[config.mk]
export PLATFORM = sky130hd
export DESIGN_NAME = led_pattern_sched_flat
export DESIGN_NICKNAME = d
export VERILOG_FILES = /design/src/rtl/led_sched_pkg.sv /design/src/rtl/led_pattern_sched_if.sv /design/src/rtl/led_ms_tick.sv /design/src/rtl/led_pattern_sched.sv /design/src/flat_wrapper.sv
export SDC_FILE = /design/constraint.sdc
export NUM_CORES = 1
export LEC_CHECK = 0
export CORE_ASPECT_RATIO = 0.9
export CORE_MARGIN = 5
export CORE_UTILIZATION = 59
export CTS_CLUSTER_DIAMETER = 120
export DETAILED_ROUTE_END_ITERATION = 10
export GPL_ROUTABILITY_DRIVEN = 0
export HOLD_SLACK_MARGIN = 0.05
export PLACE_DENSITY = 0.88
export SLEW_MARGIN = 20
export SYNTH_ARGS = -nofsm -noshare
export SYNTH_HDL_FRONTEND = slang
export SYNTH_SLANG_ARGS = --single-unit
export TNS_END_PERCENT = 1
[constraint.sdc]
create_clock -name i_clk -period 3.14 [get_ports i_clk]
set_clock_uncertainty 0.1 [all_clocks]
set_input_delay 0.785 -clock i_clk [delete_from_list [all_inputs] [get_ports i_clk]]
set_output_delay 0.785 -clock i_clk [all_outputs]
set_load 0.02 [all_outputs]
[src/rtl/led_sched_pkg.sv]
// Shared definitions for the LED pattern scheduler: pattern codes, FSM states
// and the width of the millisecond counters.
package led_sched_pkg;

    localparam logic [1:0] MODE_OFF  = 2'b00;
    localparam logic [1:0] MODE_ON   = 2'b01;
    localparam logic [1:0] MODE_SLOW = 2'b10;
    localparam logic [1:0] MODE_FAST = 2'b11;

    localparam int MS_W = 16;

    typedef enum logic [1:0] {
        ST_IDLE = 2'd0,
        ST_SHOW = 2'd1,
        ST_GAP  = 2'd2
    } state_t;

endpackage

[src/rtl/led_pattern_sched_if.sv]
// Request/grant/LED bundle of the LED pattern scheduler, plus FSM state debug view.
interface led_pattern_sched_if #(
    parameter int P_REQ_NUM    = 4,
    parameter int P_LED_NUMBER = 4
);
    import led_sched_pkg::*;

    // Level handshake: a requester holds i_req high for as long as it wants the
    // LED bank; o_gnt (registered, one-hot or zero) names the current owner, and
    // ownership ends when the owner drops i_req or is preempted after its hold.
    logic [P_REQ_NUM-1:0]    i_req;
    logic [2*P_REQ_NUM-1:0]  i_mode;
    logic [P_REQ_NUM-1:0]    o_gnt;
    logic                    o_busy;
    logic [P_LED_NUMBER-1:0] o_led;
    state_t                  o_state;

    modport master (output i_req, i_mode, input o_gnt, o_busy, o_led, o_state);
    modport slave  (input i_req, i_mode, output o_gnt, o_busy, o_led, o_state);

endinterface

[src/rtl/led_ms_tick.sv]
// Millisecond prescaler: one-cycle pulse every P_TICK_DIV clocks, restartable.
module led_ms_tick #(
    parameter int unsigned P_TICK_DIV = 50000
) (
    input  logic i_clk,
    input  logic i_rst,
    input  logic i_restart,
    output logic o_tick
);

    localparam logic [31:0] L_LAST = 32'(P_TICK_DIV - 1);

    logic [31:0] r_cnt;

    always_ff @(posedge i_clk or posedge i_rst) begin
        if (i_rst) begin
            r_cnt <= '0;
        end else if (i_restart || r_cnt == L_LAST) begin
            r_cnt <= '0;
        end else begin
            r_cnt <= r_cnt + 32'd1;
        end
    end

    assign o_tick = (r_cnt == L_LAST);

endmodule

[src/rtl/led_pattern_sched.sv]
// Shares one LED bank between requesters; the owner's latched pattern is shown.
// Define LED_SCHED_RR_EN for round-robin arbitration, otherwise lowest index wins.
module led_pattern_sched
    import led_sched_pkg::*;
#(
    parameter int          P_LED_NUMBER = 4,
    parameter int          P_REQ_NUM    = 4,
    parameter int unsigned P_TICK_DIV   = 50000,
    parameter int          P_HOLD_MS    = 500,
    parameter int          P_SLOW_MS    = 500,
    parameter int          P_FAST_MS    = 100,
    parameter bit          P_LED_ON     = 1'b1
) (
    input logic                i_clk,
    input logic                i_rst,
    led_pattern_sched_if.slave bus
);

    localparam int IDXW = $clog2(P_REQ_NUM);
    localparam logic [MS_W-1:0] L_HOLD    = MS_W'(P_HOLD_MS);
    localparam logic [MS_W-1:0] L_SLOW_M1 = MS_W'(P_SLOW_MS - 1);
    localparam logic [MS_W-1:0] L_FAST_M1 = MS_W'(P_FAST_MS - 1);
    localparam logic [P_LED_NUMBER-1:0] L_LIT  = {P_LED_NUMBER{P_LED_ON}};
    localparam logic [P_LED_NUMBER-1:0] L_DARK = {P_LED_NUMBER{~P_LED_ON}};

    state_t                  r_state, w_next;
    logic [P_REQ_NUM-1:0]    r_gnt;
    logic [IDXW-1:0]         r_own, w_win;
    logic [1:0]              r_mode, w_new_mode;
    logic [MS_W-1:0]         r_hold, r_blink, w_half_m1;
    logic [P_LED_NUMBER-1:0] r_led;
    logic r_lit, w_lit_nxt, w_any, w_grant, w_tick, w_restart;
    logic w_hold_done, w_toggle, w_blink, w_other;

`ifdef LED_SCHED_RR_EN
    logic [IDXW-1:0] r_ptr;

    always_ff @(posedge i_clk or posedge i_rst) begin
        if (i_rst) begin
            r_ptr <= '0;
        end else if (w_grant) begin
            r_ptr <= (w_win == IDXW'(P_REQ_NUM - 1)) ? '0 : w_win + 1'b1;
        end
    end
`endif

    // Scan in search order from the top so the first requester found last wins.
    always_comb begin : p_arb
        int idx;
        int start;
        idx   = 0;
        w_win = '0;
`ifdef LED_SCHED_RR_EN
        start = int'(r_ptr);
`else
        start = 0;
`endif
        for (int i = P_REQ_NUM - 1; i >= 0; i--) begin
            idx = (start + i) % P_REQ_NUM;
            if (bus.i_req[idx]) w_win = IDXW'(idx);
        end
    end

    assign w_any      = |bus.i_req;
    assign w_other    = |(bus.i_req & ~r_gnt);
    assign w_new_mode = bus.i_mode[{w_win, 1'b0} +: 2];
    assign w_blink    = (r_mode == MODE_SLOW) || (r_mode == MODE_FAST);
    assign w_half_m1  = (r_mode == MODE_FAST) ? L_FAST_M1 : L_SLOW_M1;
    assign w_toggle   = w_tick && w_blink && (r_blink == w_half_m1);
    // The tick that completes the hold already counts, so expiry is seen on that cycle.
    assign w_hold_done = (r_hold == L_HOLD) || (w_tick && r_hold == L_HOLD - 1'b1);
    assign w_restart   = (w_next == ST_SHOW) && (r_state != ST_SHOW);

    led_ms_tick #(.P_TICK_DIV(P_TICK_DIV)) u_tick (
        .i_clk    (i_clk),
        .i_rst    (i_rst),
        .i_restart(w_restart),
        .o_tick   (w_tick)
    );

    always_comb begin
        w_next    = r_state;
        w_grant   = 1'b0;
        w_lit_nxt = 1'b0;
        case (r_state)
            ST_IDLE, ST_GAP: begin
                w_next = ST_IDLE;
                if (w_any) begin
                    w_next    = ST_SHOW;
                    w_grant   = 1'b1;
                    w_lit_nxt = (w_new_mode == MODE_ON) || (w_new_mode == MODE_SLOW) ||
                                (w_new_mode == MODE_FAST);
                end
            end
            ST_SHOW: begin
                if (!bus.i_req[r_own] || (w_hold_done && w_other)) begin
                    w_next = ST_GAP;
                end else begin
                    w_lit_nxt = r_lit ^ w_toggle;
                end
            end
            default: w_next = ST_IDLE;
        endcase
    end

    always_ff @(posedge i_clk or posedge i_rst) begin
        if (i_rst) begin
            r_state <= ST_IDLE;
            r_gnt   <= '0;
            r_own   <= '0;
            r_mode  <= MODE_OFF;
            r_hold  <= '0;
            r_blink <= '0;
            r_lit   <= 1'b0;
            r_led   <= L_DARK;
        end else begin
            r_state <= w_next;
            r_lit   <= w_lit_nxt;
            r_led   <= w_lit_nxt ? L_LIT : L_DARK;
            if (w_grant) begin
                r_gnt   <= {{(P_REQ_NUM-1){1'b0}}, 1'b1} << w_win;
                r_own   <= w_win;
                r_mode  <= w_new_mode;
                r_hold  <= '0;
                r_blink <= '0;
            end else if (w_next == ST_SHOW) begin
                if (w_tick && r_hold != L_HOLD) r_hold <= r_hold + 1'b1;
                if (w_tick && w_blink) r_blink <= w_toggle ? '0 : r_blink + 1'b1;
            end else begin
                r_gnt   <= '0;
                r_hold  <= '0;
                r_blink <= '0;
            end
        end
    end

    assign bus.o_gnt   = r_gnt;
    assign bus.o_busy  = (r_state == ST_SHOW);
    assign bus.o_led   = r_led;
    assign bus.o_state = r_state;

endmodule

[src/flat_wrapper.sv]
// flat-port wrapper written by rule: the top's interface ports become plain ports
module led_pattern_sched_flat import led_sched_pkg::*;
#(
    parameter int          P_LED_NUMBER = 4,
    parameter int          P_REQ_NUM    = 4,
    parameter int unsigned P_TICK_DIV   = 50000,
    parameter int          P_HOLD_MS    = 500,
    parameter int          P_SLOW_MS    = 500,
    parameter int          P_FAST_MS    = 100,
    parameter bit          P_LED_ON     = 1'b1
)
  (i_clk, i_rst, bus_i_req, bus_i_mode, bus_o_gnt, bus_o_busy, bus_o_led, bus_o_state);
  led_pattern_sched_if #(.P_REQ_NUM(P_REQ_NUM), .P_LED_NUMBER(P_LED_NUMBER)) bus_i ();
  input logic i_clk;
  input logic i_rst;
  input wire logic [$bits(bus_i.i_req)-1:0] bus_i_req;
  input wire logic [$bits(bus_i.i_mode)-1:0] bus_i_mode;
  output wire logic [$bits(bus_i.o_gnt)-1:0] bus_o_gnt;
  output wire logic [$bits(bus_i.o_busy)-1:0] bus_o_busy;
  output wire logic [$bits(bus_i.o_led)-1:0] bus_o_led;
  output wire logic [$bits(bus_i.o_state)-1:0] bus_o_state;
  assign bus_i.i_req = bus_i_req;
  assign bus_i.i_mode = bus_i_mode;
  assign bus_o_gnt = bus_i.o_gnt;
  assign bus_o_busy = bus_i.o_busy;
  assign bus_o_led = bus_i.o_led;
  assign bus_o_state = bus_i.o_state;
  led_pattern_sched #(.P_LED_NUMBER(P_LED_NUMBER), .P_REQ_NUM(P_REQ_NUM), .P_TICK_DIV(P_TICK_DIV), .P_HOLD_MS(P_HOLD_MS), .P_SLOW_MS(P_SLOW_MS), .P_FAST_MS(P_FAST_MS), .P_LED_ON(P_LED_ON)) u_core (.i_clk(i_clk), .i_rst(i_rst), .bus(bus_i));
endmodule
# Yosys cells after proc, flatten, opt, wreduce, memory -nomap -nowiden
# Index checks and enable logic that the tools add are counted.
[word_totals]
regBits = 79
latchBits = 0
ramBits = 0
mem_bits_ro = 0
inputBits = 14
out_inout_bits = 11
wordCells = 78
n_memories = 0
[classes]
n_addsub = 3
n_mul = 0
div_mod_pow = 0
n_lt_le_gt_ge = 1
eq_ne = 17
n_shift = 2
n_mux = 26
n_bitwise = 3
n_reduce_logical = 17
[op_table]
columns = ["cell", "n"]
rows = [
  ["16-bit two-way mux", 7],
  ["16-bit by 1-bit adder with 16-bit output (second input constant)", 2],
  ["32-bit by 1-bit adder with 32-bit output (second input constant)", 1],
  ["16-bit by 9-bit == test with 1-bit output (second input constant)", 2],
  ["32-bit by 16-bit == test with 1-bit output (second input constant)", 1],
  ["32-bit two-way mux", 1],
  ["16-bit == test", 1],
  ["16-bit by 9-bit inequality test with 1-bit output (second input constant)", 1],
  ["4-bit two-way mux", 3],
  ["2-bit == test (second input constant)", 5],
  ["2-bit two-way mux", 5],
  ["9-bit two-way mux", 1],
  ["4-bit OR reduction", 2],
  ["8-bit by 4-bit variable part select with 2-bit output", 1],
  ["2-bit by 1-bit == test with 1-bit output (second input constant)", 3],
  ["1-bit logical AND", 6],
  ["1-bit logical OR", 6],
  ["1-bit two-way mux", 6],
  ["4-bit AND", 1],
  ["2-bit by 1-bit inequality test with 1-bit output (second input constant)", 2],
  ["4-bit inverter", 1],
  ["2-bit one-hot mux with 2 select lines", 1],
  ["1-bit by 2-bit << shifter with 4-bit output (first input constant)", 1],
  ["2-bit by 3-bit < comparator with 1-bit output (second input constant)", 1],
  ["other kinds (8)", 8],
]

# Logic depth before layout (Yosys ltp)
# Gate-level depths: netlist of run 1.
[depth]
depth_word = 11
mapped_depth = 9
ltp_nobuf = 7

# By module
# From an unflattened synthesis of run 1, not the netlist that was laid out.
[unflattened]
cells_unflattened = 450
area_unflattened_um2 = 4312.9
[by_module_without_submodules]
columns = ["module", "instances", "cells_each", "area_per_inst_um2", "seq_area_each_um2"]
rows = [
  ["led_pattern_sched", 1, 264, 2591.2, 1076.0],
  ["led_ms_tick", 1, 186, 1721.7, 800.8],
]

# Least setup slack after synthesis of run 1
# No wires, ideal clock.
[synth_timing]
path_type = "flip-flop to flip-flop"
startpoint = "register u_core.u_tick.r_cnt[16]"
endpoint = "register u_core.r_blink[9]"
setup_time_ps = 78
arrival_ps = 2647
required_time_ps = 2962
path_slack_ps = 315
stages_incl_launch_ff = 8
path_buffers = 2
synth_period_minus_slack_ps = 2825
path_cell_list = "dfrtp_1 -> buf_6 -> or4_1 -> or4_4 -> or3_1 -> buf_6 -> or4_1 -> a21oi_1"
[synth_between]
elab_chain_len = 10
word_cells_on_any_way = 15
classes_between = "eq/ne (3); mux (6); reduce/logical (6)"
[synth_rtl]
columns = ["item", "line_no", "rtl"]
rows = [
  ["start: declaration", "led_ms_tick.sv:13", "logic [31:0] r_cnt;"],
  ["start signal: assignment", "led_ms_tick.sv:21", "r_cnt <= r_cnt + 32'd1;"],
  ["32-bit by 16-bit == test with 1-bit output (*)", "led_ms_tick.sv:25", "assign o_tick = (r_cnt == L_LAST);"],
  ["1-bit logical AND", "led_pattern_sched.sv:71", "assign w_hold_done = (r_hold == L_HOLD) || (w_tick && r_hold == L_HOLD - 1'b1);"],
  ["1-bit logical OR", "led_pattern_sched.sv:71", ""],
  ["1-bit logical AND", "led_pattern_sched.sv:96", "if (!bus.i_req[r_own] || (w_hold_done && w_other)) begin"],
  ["1-bit logical OR", "led_pattern_sched.sv:96", ""],
  ["2-bit two-way mux", "led_pattern_sched.sv:96", ""],
  ["2-bit one-hot mux with 2 select lines", "led_pattern_sched.sv:85", "case (r_state)"],
  ["2-bit by 1-bit == test with 1-bit output", "led_pattern_sched.sv:126", "end else if (w_next == ST_SHOW) begin"],
  ["16-bit two-way mux", "led_pattern_sched.sv:126", ""],
  ["16-bit two-way mux", "led_pattern_sched.sv:120", "if (w_grant) begin"],
  ["end signal: assignment", "led_pattern_sched.sv:128", "if (w_tick && w_blink) r_blink <= w_toggle ? '0 : r_blink + 1'b1;"],
  ["end: declaration", "led_pattern_sched.sv:30", "logic [MS_W-1:0] r_hold, r_blink, w_half_m1;"],
]
# Every way passes the cells marked *; elsewhere a longest branch is shown, timed or not. The select of a mux whose other input is x is not followed.
# A chain may end at the register's enable or synchronous reset.

# Worst setup path in the final report of run 1
[layout_timing]
startpoint = "register u_core.u_tick.r_cnt[21]"
endpoint = "register u_core.r_blink[9]"
# Same word-level chain as after synthesis.

==> results.md, run 1 <==
* #FFs+latches synth at 75
* Post-CTS Setup Inserts at 0
* Post-placement setup slack at 0.281 ns
* Crit end category: flip-flop
* Die ar. at 8650 µm²
* Clk slew on worst S/H paths at 0.08 ns
* Max Clock Freq at 345 MHz
* EDFF count, synth at 0
* Crit Path Max Fanout at 10
* Critical Path RT at 3.32 ns
* Outcome: complete, no violations
* Syn avg cell area at 9.34 µm²
* Initial antenna violation count at 0
* Die Y-Extent at 88.7 µm
* Sink Count at 75
* # rows at 28
* Yosys warnings at 0
* Number of diodes at 0
* Setup TNS Final at 0 ns
* Total number of vias at 3485
* Root Driver: clkbuf_8
* Cts repair resizes at 0
* Maximum clock path buffer count at 2
* Met2 usage at about 36%
* Top-count cell post-synth: dfrtp_1
* Multi-input logic area at about 2000 µm²
* Cells after Synth at 435
* Worst slew margin at between 50% and 60%
* Post-synthesis sequential area ratio at between 40% and 50%
* Layout cells sized above 1 at 7.51%
* Final WL at 9.40 mm
* WL/cell at 16.9 µm
* Most used routing layer: met2
* Vias per cell at 6.27
* DR iter-0 viols at 339
* Setup ws final at roughly 0.24 ns
* Mapped cell area at 4060 µm²
* Met1 usage at 32.5%
* Final Hold Fails at 0
* H-tree lvl count at 3
* Mapped Nets at approximately 450
* FFs w/ async S/R, synth at 100%
* Final Cycle Share at 92.4%
* Layout area overhead at 13.4%
* Largest area contributor in the netlist: dfrtp_1
* VDD IR max at 0.321 mV
* Slew Limit Fails at 0
* HP Class: reg2reg
* Hold Worst Slack at just over 0.4 ns
* Max_cap viols at 0
* Total grt overflow at 0
* Register cell area after layout at 1880 µm²
* PD cells at 540 nW/µm²
* Leak at 1.90 nW
* Initial core utilization at 61.3%
* I/O pin count at 25
* Port buffer count at 24
* Crit path arrival time at 3.08 ns
* First drt pass iteration count at 5
* Dpl hpwl at approximately 6.4 mm
* Actual slew at the worst max-slew pin at 0.615 ns
* Ys flop type: dfrtp_1
* RSZ-0062 raised after global routing: no
* Cell variety after synth at 44
* Synth cell count leaders: dfrtp_1 (75), nor2_1 (60), nand2_1 (36)
* CTS tree: done
* Antenna Violating Nets Remaining at 0
* CORE AREA at between 6000 and 7000 µm²
* GRT Total Usage at 23.5%
* Fill cell count at between 400 and 500
* Worst-Skew Late Latency at 0.35 ns
* Die Wd at roughly 100 µm
* Hold buffer count at CTS at 0
* # setup viols final at 0
* Remaining DRCs at 0
* Startpoint types: flip-flop
* CTS buffer count at 9
* Top cell type's share of synthesized area at 46.2%
* Top post-synthesis cells by area: dfrtp_1 (46%), xor2_1 (6.5%), nor2_1 (5.5%), xnor2_1 (3.9%), nand4_1 (3.7%)
* CP Class: reg2reg
* Met3 Track Usage GR at 4.33%
* First-pass GRT wire length at 16.4 mm
* Post-layout min period at 2.90 ns
* Final Net Count at ~480
* Largest net degree at the start of global routing at 58
* Vias in the first global route at 3413
-- state kept, by name, indices dropped and copies added, names as in the netlist --
| signal | count |
|---|---|
| u_core.bus.o_gnt | 4 |
| u_core.bus.o_led | 1 |
| u_core.bus.o_state | 2 |
| u_core.r_blink | 16 |
| u_core.r_hold | 16 |
| u_core.r_mode | 2 |
| u_core.r_own | 2 |
| u_core.u_tick.r_cnt | 32 |
-- metrics by stage --
stage	total power [W]	std cells	utilization [%]	cell area (µm²)
after floorplan	0.00150	435	-	4060
after global placement	0.00170	540	66.4	4390
after detailed placement	0.00171	540	66.4	4390
after CTS	0.00250	556	69.6	4610
after global routing	0.00261	556	69.6	4610
final	0.00249	556	69.6	4610
-- metal layers --
layer	routed length, µm	share of wire (%)
met1	4250	45
met2	4280	45
met3	622	6.6
met4	258	2.7
met5	0	0
-- cell usage in the layout (no fill, tap or decap), drive strengths merged, types with 3 or more instances in the layout --
cell type and n:
dfrtp 75, nor2 60, nand2 36, xor2 30, nand4 24, nand3 24, clkdlybuf4s50 24, xnor2 18
inv 17, nor3 16, nor4 14, o21ai 14, a21oi 13, clkbuf 12, and3 11, and4 10
buf 9, or4 7, or3 6, nor3b 4, a311oi 4, ha 4, a21boi 3, and2 3
mux4 3, a21o 3
-- logic make-up (layout without fill, tap and decap cells) --
group,after synthesis,in the layout,synth area share (%)
and+or+nand+nor,223,223,28.7
muxes,5,5,2.19
DFF,75,75,46.2
buffers and inverters,35,66,4.04
adders and majority gates,4,4,1.23
AOI/OAI and AO/OA,45,45,7.27
xor gates and xnor gates,48,48,10.4
-- path summary, 6_finish.rpt --
path / from / endpoint / slack, ns / cells after the start
worst max register to register: u_core.u_tick.r_cnt[21] / u_core.r_blink[9] / 0.24 / 5
worst min-delay path: u_core.u_tick.r_cnt[0] / u_core.u_tick.r_cnt[0] / 0.41 / 1
max in group asynchronous: i_rst / u_core.r_mode[0] / 1.66 / 3
worst min register to register: u_core.u_tick.r_cnt[0] / u_core.u_tick.r_cnt[0] / 0.41 / 1
min in group asynchronous: i_rst / u_core.u_tick.r_cnt[0] / 0.65 / 2
worst max-delay path: u_core.u_tick.r_cnt[21] / u_core.r_blink[9] / 0.24 / 5
-- power by group --
group | switching, W | total [W] | internal [W]
Clock | 0.000355 | 0.000784 | 0.000430
Sequential | 0.0000773 | 0.00112 | 0.00104
Combinational | 0.000366 | 0.000589 | 0.000223
Total | 0.000798 | 0.00249 | 0.00169
-- critical path, cell delays in order, from the launching register on --
cell     delay (ns)
dfrtp_1        0.45
or4_1          0.56
or4_4          0.54
or3_1          0.50
or4_1          0.54
a21oi_1        0.15
-- area by class of cell --
class / instances / area share (%)
tap: 90 / 2.44
timing repair buffer: 33 / 6.95
clock inverter: 4 / 1.03
multi-input combinational: 325 / 43.9
sequential: 75 / 40.7
inverter: 17 / 1.39
clock buffer: 12 / 3.58
Note: power is estimated with default switching activity, not from simulation.
==> inputs of run 2 (changes only) <==
Settings changed: CTS_CLUSTER_SIZE set to 8.
==> results of run 2 <==
No change in the layout: final DEF, timing and power equal those of run 1.
